===== src/rtl/controle_multiciclo.sv =====
// ============================================================================
//  controle_multiciclo : multicycle MIPS control FSM with instruction-retire counter
//  Revision: 1.0
// ============================================================================
`default_nettype none

module controle_multiciclo #(
  parameter int          CNT_WIDTH = 32,
  parameter logic [5:0]  OP_RTYPE  = 6'b000000,
  parameter logic [5:0]  OP_LW     = 6'b100011,
  parameter logic [5:0]  OP_SW     = 6'b101011,
  parameter logic [5:0]  OP_BEQ    = 6'b000100,
  parameter logic [5:0]  OP_J      = 6'b000010,
  parameter logic [5:0]  OP_ADDI   = 6'b001000
) (
  input  logic                 Clk,
  input  logic                 Rst,
  input  logic [5:0]           Opcode,
  input  logic                 MemReady,
  output logic                 PCWrite,
  output logic                 PCWriteCond,
  output logic                 IorD,
  output logic                 MemRead,
  output logic                 MemWrite,
  output logic                 IRWrite,
  output logic                 MemtoReg,
  output logic                 RegWrite,
  output logic                 RegDst,
  output logic                 ALUSrcA,
  output logic [1:0]           ALUSrcB,
  output logic [1:0]           ALUOp,
  output logic [1:0]           PCSource,
  output logic                 Halted,
  output logic [3:0]           State,
  output logic [CNT_WIDTH-1:0] InstrCount
);

  typedef enum logic [3:0] {
    S_IDLE      = 4'd0,
    S_FETCH     = 4'd1,
    S_DECODE    = 4'd2,
    S_MEM_ADDR  = 4'd3,
    S_MEM_READ  = 4'd4,
    S_MEM_WB    = 4'd5,
    S_MEM_WRITE = 4'd6,
    S_EXECUTE   = 4'd7,
    S_R_WB      = 4'd8,
    S_BRANCH    = 4'd9,
    S_JUMP      = 4'd10,
    S_ADDI_EX   = 4'd11,
    S_ADDI_WB   = 4'd12,
    S_TRAP      = 4'd15
  } state_t;

  state_t                state_q, state_d;
  logic [CNT_WIDTH-1:0]  instr_count_q, instr_count_d;
  logic                  retire;

  always_comb begin
    state_d = state_q;
    retire  = 1'b0;
    case (state_q)
      S_IDLE:      state_d = S_FETCH;
      S_FETCH:     if (MemReady) state_d = S_DECODE;
      S_DECODE: begin
        case (Opcode)
          OP_RTYPE:     state_d = S_EXECUTE;
          OP_LW, OP_SW: state_d = S_MEM_ADDR;
          OP_BEQ:       state_d = S_BRANCH;
          OP_J:         state_d = S_JUMP;
          OP_ADDI:      state_d = S_ADDI_EX;
          default:      state_d = S_TRAP;
        endcase
      end
      S_MEM_ADDR:  state_d = (Opcode == OP_SW) ? S_MEM_WRITE : S_MEM_READ;
      S_MEM_READ:  if (MemReady) state_d = S_MEM_WB;
      S_MEM_WRITE: begin
        if (MemReady) begin
          state_d = S_FETCH;
          retire  = 1'b1;
        end
      end
      S_EXECUTE:   state_d = S_R_WB;
      S_ADDI_EX:   state_d = S_ADDI_WB;
      S_MEM_WB, S_R_WB, S_ADDI_WB, S_BRANCH, S_JUMP: begin
        state_d = S_FETCH;
        retire  = 1'b1;
      end
      S_TRAP:      state_d = S_TRAP;
      default:     state_d = S_TRAP;
    endcase
    instr_count_d = retire ? instr_count_q + CNT_WIDTH'(1) : instr_count_q;
  end

  always_ff @(posedge Clk or posedge Rst) begin
    if (Rst) begin
      state_q       <= S_IDLE;
      instr_count_q <= '0;
    end else begin
      state_q       <= state_d;
      instr_count_q <= instr_count_d;
    end
  end

  // Moore decode of the state; only FETCH's PC/IR enables look at MemReady
  always_comb begin
    PCWrite     = 1'b0;
    PCWriteCond = 1'b0;
    IorD        = 1'b0;
    MemRead     = 1'b0;
    MemWrite    = 1'b0;
    IRWrite     = 1'b0;
    MemtoReg    = 1'b0;
    RegWrite    = 1'b0;
    RegDst      = 1'b0;
    ALUSrcA     = 1'b0;
    ALUSrcB     = 2'b00;
    ALUOp       = 2'b00;
    PCSource    = 2'b00;
    Halted      = 1'b0;
    case (state_q)
      S_FETCH: begin
        MemRead = 1'b1;
        ALUSrcB = 2'b01;
        PCWrite = MemReady;
        IRWrite = MemReady;
      end
      S_DECODE:    ALUSrcB = 2'b11;
      S_MEM_ADDR, S_ADDI_EX: begin
        ALUSrcA = 1'b1;
        ALUSrcB = 2'b10;
      end
      S_MEM_READ: begin
        MemRead = 1'b1;
        IorD    = 1'b1;
      end
      S_MEM_WRITE: begin
        MemWrite = 1'b1;
        IorD     = 1'b1;
      end
      S_MEM_WB: begin
        RegWrite = 1'b1;
        MemtoReg = 1'b1;
      end
      S_EXECUTE: begin
        ALUSrcA = 1'b1;
        ALUOp   = 2'b10;
      end
      S_R_WB: begin
        RegWrite = 1'b1;
        RegDst   = 1'b1;
      end
      S_ADDI_WB:   RegWrite = 1'b1;
      S_BRANCH: begin
        ALUSrcA     = 1'b1;
        ALUOp       = 2'b01;
        PCWriteCond = 1'b1;
        PCSource    = 2'b01;
      end
      S_JUMP: begin
        PCWrite  = 1'b1;
        PCSource = 2'b10;
      end
      S_TRAP:      Halted = 1'b1;
      default: begin
      end
    endcase
  end

  assign State      = state_q;
  assign InstrCount = instr_count_q;

endmodule

`default_nettype wire

===== config.mk =====
export PLATFORM = sky130hd
export DESIGN_NAME = controle_multiciclo
export DESIGN_NICKNAME = d
export VERILOG_FILES = /design/src/rtl/controle_multiciclo.sv
export SDC_FILE = /design/constraint.sdc
export NUM_CORES = 1
export LEC_CHECK = 0
export CORE_UTILIZATION = 49
export CTS_CLUSTER_SIZE = 28
export DETAILED_ROUTE_END_ITERATION = 10
export HOLD_SLACK_MARGIN = 0.08
export PLACE_DENSITY = 0.83
export SLEW_MARGIN = 0
export SYNTH_ARGS = -nofsm -noshare
export SYNTH_HDL_FRONTEND = slang
export SYNTH_SLANG_ARGS = --single-unit

===== constraint.sdc =====
create_clock -name Clk -period 4.3 [get_ports Clk]
set_input_delay 0.86 -clock Clk [delete_from_list [all_inputs] [get_ports Clk]]
set_output_delay 0.86 -clock Clk [all_outputs]
set_load 0.005 [all_outputs]

Yosys cells after proc, flatten, opt, wreduce, memory -nomap -nowiden:

Index checks and enable logic that the tools add are counted.

* reductions and logical operators: 11
* bitwise logic cells: 0
* equal/unequal tests: 21
* multiplexer cells: 22
* divide/modulo/power cells: 0
* shift-type cells: 0
* $mul: 0
* order comparisons: 0
* add/sub/neg operators: 1

Operators by type and width (count)
* adder 32 x 1 -> 32 bit (second input constant): 1
* one-hot mux 4 bit (8 select lines): 1
* equality test 4 bit (second input constant): 6
* one-hot mux 4 bit (5 select lines): 1
* equality test 4 x 3 -> 1 bit (second input constant): 4
* equality test 6 bit (second input constant): 2
* 2-to-1 mux 4 bit: 3
* 2-to-1 mux 1 bit: 11
* equality test 4 x 2 -> 1 bit (second input constant): 2
* one-hot mux 2 bit (2 select lines): 2
* OR reduction 2 bit: 4
* equality test 6 x 2 -> 1 bit (second input constant): 1
* equality test 6 x 3 -> 1 bit (second input constant): 1
* equality test 6 x 4 -> 1 bit (second input constant): 1
* zero test 6 bit: 1
* inequality test 2 bit (second input constant): 3
* one-hot mux 2 bit (3 select lines): 1
* OR reduction 6 bit: 1
* OR reduction 5 bit: 1
* equality test 4 x 1 -> 1 bit (second input constant): 1
* zero test 4 bit: 1
* one-hot mux 1 bit (2 select lines): 2
* OR reduction 4 bit: 1
* AND reduction 3 bit: 1
* 2 further kinds: 2

* memories: 0
* output and inout bits: 53
* input port bits: 9
* latch bits: 0
* register bits after elaboration: 36
* RAM bits: 0
* memory bits (read-only): 0

Logic depth before layout (Yosys ltp):

Gate-level depths: netlist (run 1).

* depth after elaboration: 4
* depth in mapped cells: 7

Worst setup path before layout (run 1):

Ideal clock, no wire load.

* kind: input to output
* start point: input MemReady
* end point: output PCWrite
* stages on the path: 2
* path buffers: 0
* data arrival time: 1.301 ns
* data required time: 3.440 ns
* setup slack: 2.139 ns
* path through: and3_1 -> or2_2

* word-level cells in the longest chain between the ends: 1

Ends and longest elaborated chain
* start, declared: line 19 `input logic MemReady,`
* one-hot mux 1 bit (2 select lines): line 121 `case (state_q)`
* end, declared: line 20 `output logic PCWrite,`

No other way between the ends.

Worst setup path in the final report (run 1):

Same ends and word-level chain as after synthesis.

==> impl_metrics.csv, run 1 <==
group,metric,value,unit
route,vias,1731,
timing,fin_skew,0.00804,ns
place,port_buffers,61,
floorplan,core_area,3800,um2
clock_network,cts.repair.resized,0,
setup_path,crit_type,"in -> out",
global_route,grt_start_max_net_pins,26,
clock_network,htree_levels,2,
route,drt_pass1_iterations,4,
global_route,grt_usage,22.1,%
finish,final_cells,320,
route,vias_per_cell,5.41,
place,place.gp.congestion,0.801,
flow_run,maxCapViolCount,0,
global_route,grt_pass1_wl,7.32,mm
synth,synth_largest_area_cell,"dfrtp_1",
setup_path,end_kind,"output port",
worst_hold_path,worstHoldPathCells,1,
route,route.detailed.drc,0,
route,met3_wirelength,296,um
finish,seq_area,901,um2
place,placed_area,2640,um2
setup_path,startpoint_type,"input pin",
route,highest_layer,"met4",
floorplan,io_pins,62,
global_route,grt_overflow,0,
timing,worst_slew_pin_slew,0.684,ns
timing,max_slew_margin,54.4,%
place,place_inst,312,
pwr,ir_drop,0.192,mV
timing,max_freq,0.315,GHz
place,hpwl,3.01,mm
clock_network,tritoncts,"built",
timing,finalHoldViolCount,0,
synth,ys_async_sr_fraction,100,%
worst_hold_path,hp-class,"reg -> reg",
finish,fillCellCount,316,
place,place_ws,1.12,ns
synth,synthFlopType,"dfrtp_1",
synth,synth_edf_count,0,
setup_path,cp.required,3.44,ns
pwr,p_per_area,462,nW/um2
timing,rsz0062_at_grt,"false",
timing,finalSetupViolations,0,
route,wire_per_inst,13.3,um
pwr,total_leakage_power,1.09,nW
timing,fin_crit,3.17,ns
synth,ys_types,41,
finish,layout-drive-gt1-share,5.51,%
synth,synth.most_common_cell,"dfrtp_1",
finish,final_nets,281,
synth,yosysSeqAreaShare,44.5,%
floorplan,fp.dieH,66.3,um
synth,synth_warnings,0,
timing,setup-tns-final,0,ns
finish,area_delta_synth_final,35.1,%
floorplan,chipWidth,66.3,um
synth,avgSynthCellArea,9.54,um2
synth,synth_top_area_share,44.5,%
route,dr_wl_met2,1.89,mm
synth,synth_area,2020,um2
clock_network,cts.sinks,36,
clock_network,clk_latency,0.29,ns
route,ant_nets,0,
setup_path,cp_max_fo,8,
finish,n_antenna_cell,0,
route,drt_iter0_markers,177,
clock_network,cts_setup_buffers,0,
finish,fin_area,2730,um2
timing,slew_violations,0,
route,wl_met1,2.02,mm
floorplan,start_util,53.3,%
synth,synth_cells,212,
setup_path,worst_ep_arrival_time,2.31,ns
floorplan,rows,22,
global_route,grt_pass1_vias,1595,
clock_network,cts_made_buffers,5,
outcome,status,"finished, final reports clean",
synth,syn_nets,222,
clock_network,cts-hold-fix-buffers,0,
finish,multi_input_area,1050,um2
setup_path,r2r_cells,5,
timing,period_share,73.8,%
clock_network,ctsRootBufferMaster,"clkbuf_8",
timing,worst_slack,1.13,ns
floorplan,die_area,4390,um2
pwr,p_total,1.26,mW
synth,synth_area_leaders,"dfrtp_1 (45%), xnor2_1 (13%), nand3_1 (4.2%), nand2_1 (4.1%), nand4_1 (3.1%)",
route,finalWirelength,4.27,mm
synth,synth_common_cells,"dfrtp_1 (36), xnor2_1 (29), nand2_1 (22)",
global_route,antenna_found_initial,0,
clock_network,cts_buffer_depth,2,
clock_network,clk_pin_slew_worst_paths,0.07,ns
synth,synth-seq-cells,36,
## kinds of logic (layout without fill, tap and decap cells)
kind of cell    after synthesis  count (layout)  synth area share, %
mux                           1               1                0.557
simple gates                100             100                 25.9
buf+inv                      14              74                 3.71
flops                        36              36                 44.5
compound gates               25              25                 9.46
fa+ha+maj                     2               2                 1.17
xor+xnor                     34              34                 14.7
## power by group
| group | internal [mW] | total, mW | switching (mW) |
|---|---|---|---|
| logic | 0.312 | 0.509 | 0.197 |
| registers | 0.387 | 0.510 | 0.124 |
| clock network | 0.128 | 0.244 | 0.117 |
## worst paths after layout
check                                from             end  slack, ns
setup / recovery                 MemReady         PCWrite       1.13
hold / removal             InstrCount[31]  InstrCount[31]       0.48
setup reg to reg                 State[0]  InstrCount[22]       2.08
hold reg to reg            InstrCount[31]  InstrCount[31]       0.48
max in group asynchronous             Rst  InstrCount[26]       2.73
min in group asynchronous             Rst   InstrCount[3]       0.88
## layout by cell type, fill, tap and decap left out, types with 3 or more instances in the layout
cell type / n
clkdlybuf4s50_1: 61
dfrtp_1: 36
xnor2_1: 29
nand2_1: 22
nand3_1: 17
nor2_1: 15
nand4_1: 10
and3_1: 7
nor3_1: 6
clkbuf_8: 6
xor2_1: 5
nor2b_1: 5
o21ai_0: 5
a21oi_1: 4
inv_1: 4
nand2b_1: 4
nand3b_1: 3
and4_1: 3
## sequential cells by signal, indices dropped and copies added (netlist names)
| register | count |
|---|---|
| InstrCount | 32 |
| State | 4 |
## cell type report
cell class	count	area share [%]
Clock inverter	2	0.366
Multi-Input combinational cell	162	38.3
Clock buffer	6	3.02
Inverter	4	0.549
Timing Repair Buffer	62	22.6
Tap cell	48	2.20
Sequential cell	36	33.0
## stage by stage
stage	utilization, %	hold slack [ns]
4_1_cts	72.0	0.483
2_1_floorplan	-	0.468
3_3_place_gp	69.5	0.463
6_report	72.0	0.478
5_1_grt	72.0	0.504
3_5_place_dp	69.5	0.470
## metal layers
layer | vias up | track usage, %
met5 | - | 0
met4 | 0 | 7.18
met3 | 9 | 6.03
met2 | 49 | 34.7
met1 | 815 | 29.4
li1 | 858 | -
## critical path: stages
cell and delay (ns):
clkdlybuf4s50_1 0.52, and3_1 0.21, or2_2 0.29, clkdlybuf4s50_1 0.44
Power figures use the tool's default switching activity.
==> run 2: changes to the inputs <==
--- a/config.mk
+++ b/config.mk
@@ -5,11 +5,11 @@
 export SDC_FILE = /design/constraint.sdc
 export NUM_CORES = 1
 export LEC_CHECK = 0
-export CORE_UTILIZATION = 49
+export CORE_UTILIZATION = 42
 export CTS_CLUSTER_SIZE = 28
 export DETAILED_ROUTE_END_ITERATION = 10
 export HOLD_SLACK_MARGIN = 0.08
-export PLACE_DENSITY = 0.83
+export PLACE_DENSITY = 0.76
 export SLEW_MARGIN = 0
 export SYNTH_ARGS = -nofsm -noshare
 export SYNTH_HDL_FRONTEND = slang
==> constraint.sdc (replaced) <==
create_clock -name Clk -period 2.7 [get_ports Clk]
set_input_delay 0.54 -clock Clk [delete_from_list [all_inputs] [get_ports Clk]]
set_output_delay 0.54 -clock Clk [all_outputs]
set_load 0.005 [all_outputs]
==> run 2 against run 1 <==
  * The run now ends with design-rule violations left
  * Non-clock buffer count up 6
  * Register-to-register slack worse by 1.5 ns
  * Flip-flop and latch count stayed put
  * Sequential power grew 46%
  * Cell count up 3.1%
  * Utilization decreased by 9.4 points
  * Sequential share of layout area shrank 0.98 points
  * Clock skew hardly changed
  * Clock power increased by 110%
  * Combinational power increased by 83%
  * Critical path type is now reg -> out
  * Largest power group is now combinational cells
  * Highest routed layer unchanged
==> impl_metrics.csv, run 2 (synthesis gave the netlist of run 1 again) <==
group,metric,value,unit
outcome,violations,"design-rule violations",
timing,worst_slew_pin_slew,0.582,ns
global_route,grt_usage,19.2,%
setup_path,end_kind,"output port",
floorplan,core_area,4500,um2
route,drt_iter0_markers,161,
finish,fin_area,2820,um2
place,port_buffers,61,
clock_network,cts_buffer_depth,2,
worst_hold_path,hp-class,"reg -> reg",
place,place.gp.congestion,0.753,
floorplan,io_pins,62,
timing,fin_crit,2.51,ns
setup_path,critical_path.cell_chain,"nor2b_1 > and3_1 > or2_2 > clkdlybuf4s50_1",
route,drt_pass1_iterations,7,
route,vias,1756,
clock_network,tritoncts,"built",
pwr,ir_drop,0.397,mV
setup_path,crit_type,"reg -> out",
finish,largest_reg_flops,32,
setup_path,cpMaxStageDelayCell,"dfrtp_1",
clock_network,cts.repair.resized,0,
flow_run,maxCapViolCount,0,
route,finalWirelength,4.51,mm
clock_network,clk_latency,0.28,ns
clock_network,htree_levels,2,
place,hpwl,3.26,mm
timing,period_share,92.8,%
route,route.detailed.drc,6,
floorplan,start_util,44.9,%
finish,area_delta_synth_final,39.3,%
clock_network,clk_pin_slew_worst_paths,0.07,ns
timing,finalHoldViolCount,0,
global_route,grt_overflow,0,
place,placed_area,2690,um2
timing,slew_violations,0,
setup_path,worst_ep_arrival_time,1.97,ns
finish,final_nets,287,
floorplan,die_area,5100,um2
global_route,antenna_found_initial,0,
timing,finalSetupViolations,0,
floorplan,fp.dieH,71.4,um
finish,n_antenna_cell,0,
timing,fin_skew,0.00768,ns
outcome,status,"complete, but fails checks",
clock_network,cts_setup_buffers,0,
setup_path,slowest_delay,0.64,ns
clock_network,cts.sinks,36,
global_route,grt_pass1_wl,7.76,mm
finish,final_cell_mix,"clkdlybuf4s50_1 (61), dfrtp_1 (36), xnor2_1 (29)",
finish,final_common_cell,"clkdlybuf4s50_1",
route,vias_per_cell,5.32,
setup_path,cp.required,2.16,ns
timing,max_slew_margin,60.9,%
clock_network,cts_made_buffers,5,
route,wire_per_inst,13.7,um
timing,setup-tns-final,0,ns
finish,final_core_util,62.6,%
setup_path,startpoint_type,"register",
pwr,p_total,2.18,mW
finish,layout-drive-gt1-share,7.55,%
clock_network,ctsRootBufferMaster,"clkbuf_8",
setup_path,crit_buf_inv,1,
clock_network,cts-hold-fix-buffers,0,
timing,rsz0062_at_grt,"false",
setup_path,cp_max_fo,16,
route,ant_nets,0,
pwr,p_per_area,774,nW/um2
pwr,total_leakage_power,1.13,nW
timing,max_freq,0.399,GHz
global_route,grt_start_max_net_pins,21,
floorplan,chipWidth,71.4,um
place,place_inst,322,
setup_path,cp_top_family,"flip-flops",
global_route,grt_pass1_vias,1672,
finish,final_cells,330,
floorplan,rows,24,
-- run 2: changes by cell type in the layout (fill, tap and decap cells not counted), sizes merged --
| cell | before | now |
|---|---|---|
| bufinv | 0 | 1 |
| clkbuf | 6 | 7 |
| clkinv | 2 | 0 |
| buf | 1 | 7 |
-- run 2: area by class of cell --
class / count / area [um2]
multi-input combinational: 162 / 1050
tap: 52 / 65.1
fill: 376 / 1690
inverter: 4 / 15.0
timing repair buffer: 68 / 663
clock buffer: 7 / 96.3
clock inverter: 1 / 30.0
sequential: 36 / 901
-- run 2: final timing paths --
path	cells past startpoint	startpoint	slack, ns	endpoint
hold reg to reg	1	InstrCount[31]	0.48	InstrCount[31]
hold / removal	1	InstrCount[31]	0.48	InstrCount[31]
setup reg to reg	5	State[1]	0.61	InstrCount[22]
max in group asynchronous	3	Rst	1.84	InstrCount[13]
min in group asynchronous	3	Rst	0.63	InstrCount[18]
setup / recovery	4	State[1]	0.19	PCWrite
-- run 2: per-stage QoR --
stage | hold slack (ns) | setup WS [ns]
floorplan | 0.468 | 0.853
global placement | 0.470 | 0.328
detailed placement | 0.470 | 0.312
CTS | 0.483 | 0.184
global route | 0.501 | 0.0801
finish | 0.478 | 0.195
-- run 2: where the power goes --
group / switching (mW) / internal [mW]
Combinational: 0.402 / 0.531
Clock: 0.177 / 0.326
Sequential: 0.128 / 0.618
-- run 2: metal layers --
layer | up-vias | part of all wire, % | track usage [%]
met2 | 52 | 46 | 30.3
met4 | 0 | 0.60 | 4.67
met5 | - | 0 | 0
met3 | 2 | 6.5 | 5.49
li1 | 872 | - | -
met1 | 830 | 47 | 26.3
==> run 3: changes to the inputs <==
--- a/config.mk
+++ b/config.mk
@@ -9,8 +9,9 @@
 export CTS_CLUSTER_SIZE = 28
 export DETAILED_ROUTE_END_ITERATION = 10
 export HOLD_SLACK_MARGIN = 0.08
-export PLACE_DENSITY = 0.76
+export PLACE_DENSITY_LB_ADDON = 0.05
 export SLEW_MARGIN = 0
 export SYNTH_ARGS = -nofsm -noshare
 export SYNTH_HDL_FRONTEND = slang
 export SYNTH_SLANG_ARGS = --single-unit
+export TNS_END_PERCENT = 20
==> run 3 against run 2 <==
  * Die area did not move
  * Sequential share of layout area rose by 0.33 points
  * Flip-flop and latch count did not move
  * Combinational power fell by 2%
  * The run still ends with design-rule violations left
==> impl_metrics.csv, run 3 (synthesis gave the netlist of run 1 again) <==
group,metric,value,unit
outcome,status,"complete, but fails checks",
outcome,violations,"design-rule violations",
floorplan,die_area,5100,um2
finish,final_cells,329,
floorplan,fp.dieH,71.4,um
finish,final_cell_mix,"clkdlybuf4s50_1 (61), dfrtp_1 (35), xnor2_1 (29)",
global_route,grt_overflow,0,
setup_path,r2r_slack,0.53,ns
setup_path,cpMaxStageDelayCell,"dfrtp_1",
floorplan,rows,24,
setup_path,critical_path.cell_chain,"nor2_1 > and3_1 > or2_2 > clkdlybuf4s50_1",
setup_path,startpoint_type,"register",
setup_path,cp-endpoint,"PCWrite",
setup_path,crit_start,"State[3]",
place,hpwl,3.15,mm
route,met3_wirelength,212,um
finish,largest_reg_flops,32,
setup_path,end_kind,"output port",
floorplan,core_area,4500,um2
clock_network,ctsRootBufferMaster,"clkbuf_8",
global_route,grt_start_max_net_pins,37,
place,place_inst,321,
timing,setup-tns-final,0,ns
timing,rsz0062_at_grt,"false",
route,drt_pass1_iterations,8,
pwr,ir_drop,0.362,mV
clock_network,cts.sinks,36,
pwr,total_leakage_power,1.12,nW
setup_path,cp.required,2.16,ns
flow_run,maxCapViolCount,0,
setup_path,reg2reg_from,"State[1]",
global_route,grt_pass1_wl,7.42,mm
finish,layout-drive-gt1-share,7.22,%
clock_network,tritoncts,"built",
timing,finalHoldViolCount,0,
place,place.gp.congestion,0.722,
setup_path,slowest_delay,0.49,ns
route,wl_met1,2.13,mm
setup_path,r2r_cells,6,
global_route,grt_usage,18.6,%
timing,fin_crit,2.49,ns
setup_path,r2r_end,"InstrCount[22]",
finish,final_nets,286,
floorplan,chipWidth,71.4,um
route,vias,1745,
timing,fin_skew,0.00578,ns
setup_path,worst_ep_arrival_time,1.95,ns
worst_hold_path,hp-class,"reg -> reg",
floorplan,start_util,44.9,%
timing,max_slew_margin,57.5,%
timing,slew_violations,0,
finish,multi_input_area,1050,um2
clock_network,htree_levels,2,
global_route,antenna_found_initial,0,
global_route,grt_pass1_vias,1575,
clock_network,clk_pin_slew_worst_paths,0.07,ns
setup_path,crit_type,"reg -> out",
timing,period_share,92.1,%
route,ant_nets,0,
finish,fillCellCount,391,
pwr,p_per_area,763,nW/um2
route,highest_layer,"met4",
route,drt_iter0_markers,96,
floorplan,io_pins,62,
route,route.detailed.drc,6,
finish,final_common_cell,"clkdlybuf4s50_1",
route,dr_wl_met2,1.93,mm
timing,max_freq,0.402,GHz
finish,seq_area,902,um2
clock_network,cts_buffer_depth,2,
route,vias_per_cell,5.30,
finish,n_antenna_cell,0,
clock_network,cts_made_buffers,5,
finish,area_delta_synth_final,38.0,%
place,port_buffers,61,
clock_network,clk_latency,0.28,ns
setup_path,cp_max_fo,11,
timing,worst_slew_pin_slew,0.632,ns
route,finalWirelength,4.34,mm
route,wire_per_inst,13.2,um
clock_network,cts-hold-fix-buffers,0,
timing,finalSetupViolations,0,
## run 3: worst min-delay path by stage
| stage | from | end | slack [ns] | cells past startpoint |
|---|---|---|---|---|
| floorplan | InstrCount[31] | InstrCount[31] | 0.47 | 1 |
| global placement | InstrCount[31] | InstrCount[31] | 0.47 | 1 |
| detailed placement | InstrCount[31] | InstrCount[31] | 0.47 | 1 |
| CTS | InstrCount[31] | InstrCount[31] | 0.48 | 1 |
| global route | InstrCount[31] | InstrCount[31] | 0.51 | 1 |
| finish | InstrCount[31] | InstrCount[31] | 0.47 | 1 |
## run 3: final cells by class
type / instances / area share (%)
clock buffer: 6 / 2.60
clock inverter: 2 / 1.25
sequential: 36 / 32.3
timing repair buffer: 67 / 23.5
multi-input combinational: 162 / 37.5
inverter: 4 / 0.538
tap: 52 / 2.33
## run 3: per-layer routing
metal  up-vias  global-route usage [%]
met3         5                    4.22
met4         0                    6.67
met1       826                    26.2
met5         -                       0
met2        43                    28.4
li1        871                       -
## run 3: power by group
part           internal (mW)  leakage, nW  switching (mW)  total [mW]
Clock                  0.274       0.0552           0.184       0.458
Sequential             0.619        0.478           0.138       0.757
Combinational          0.529        0.586           0.386       0.915
## run 3: worst max-delay path: cells and delay by family (launching register included)
kind	cells	cell delay (ns)
and+or+nand+nor	3	0.69
DFF	1	0.49
buffers and inverters	1	0.48
## run 3: per-stage QoR
step	utilization (%)	area, um2	hold slack (ns)	power (mW)	setup WS (ns)
after global placement	59.6	2680	0.466	1.68	0.324
after detailed placement	59.6	2680	0.466	1.69	0.330
after CTS	62.0	2790	0.475	2.15	0.119
after floorplan	-	2020	0.468	1.27	0.853
after global routing	62.0	2790	0.508	2.29	0.0852
final	62.0	2790	0.475	2.13	0.215
## run 3: timing repair
| item | in CTS | in global routing |
|---|---|---|
| endpoints found under the setup margin | 0 | 1 |
| resized for setup | 0 | 1 |
| setup buffers | 0 | 0 |
| hold endpoints to repair | 0 | 0 |
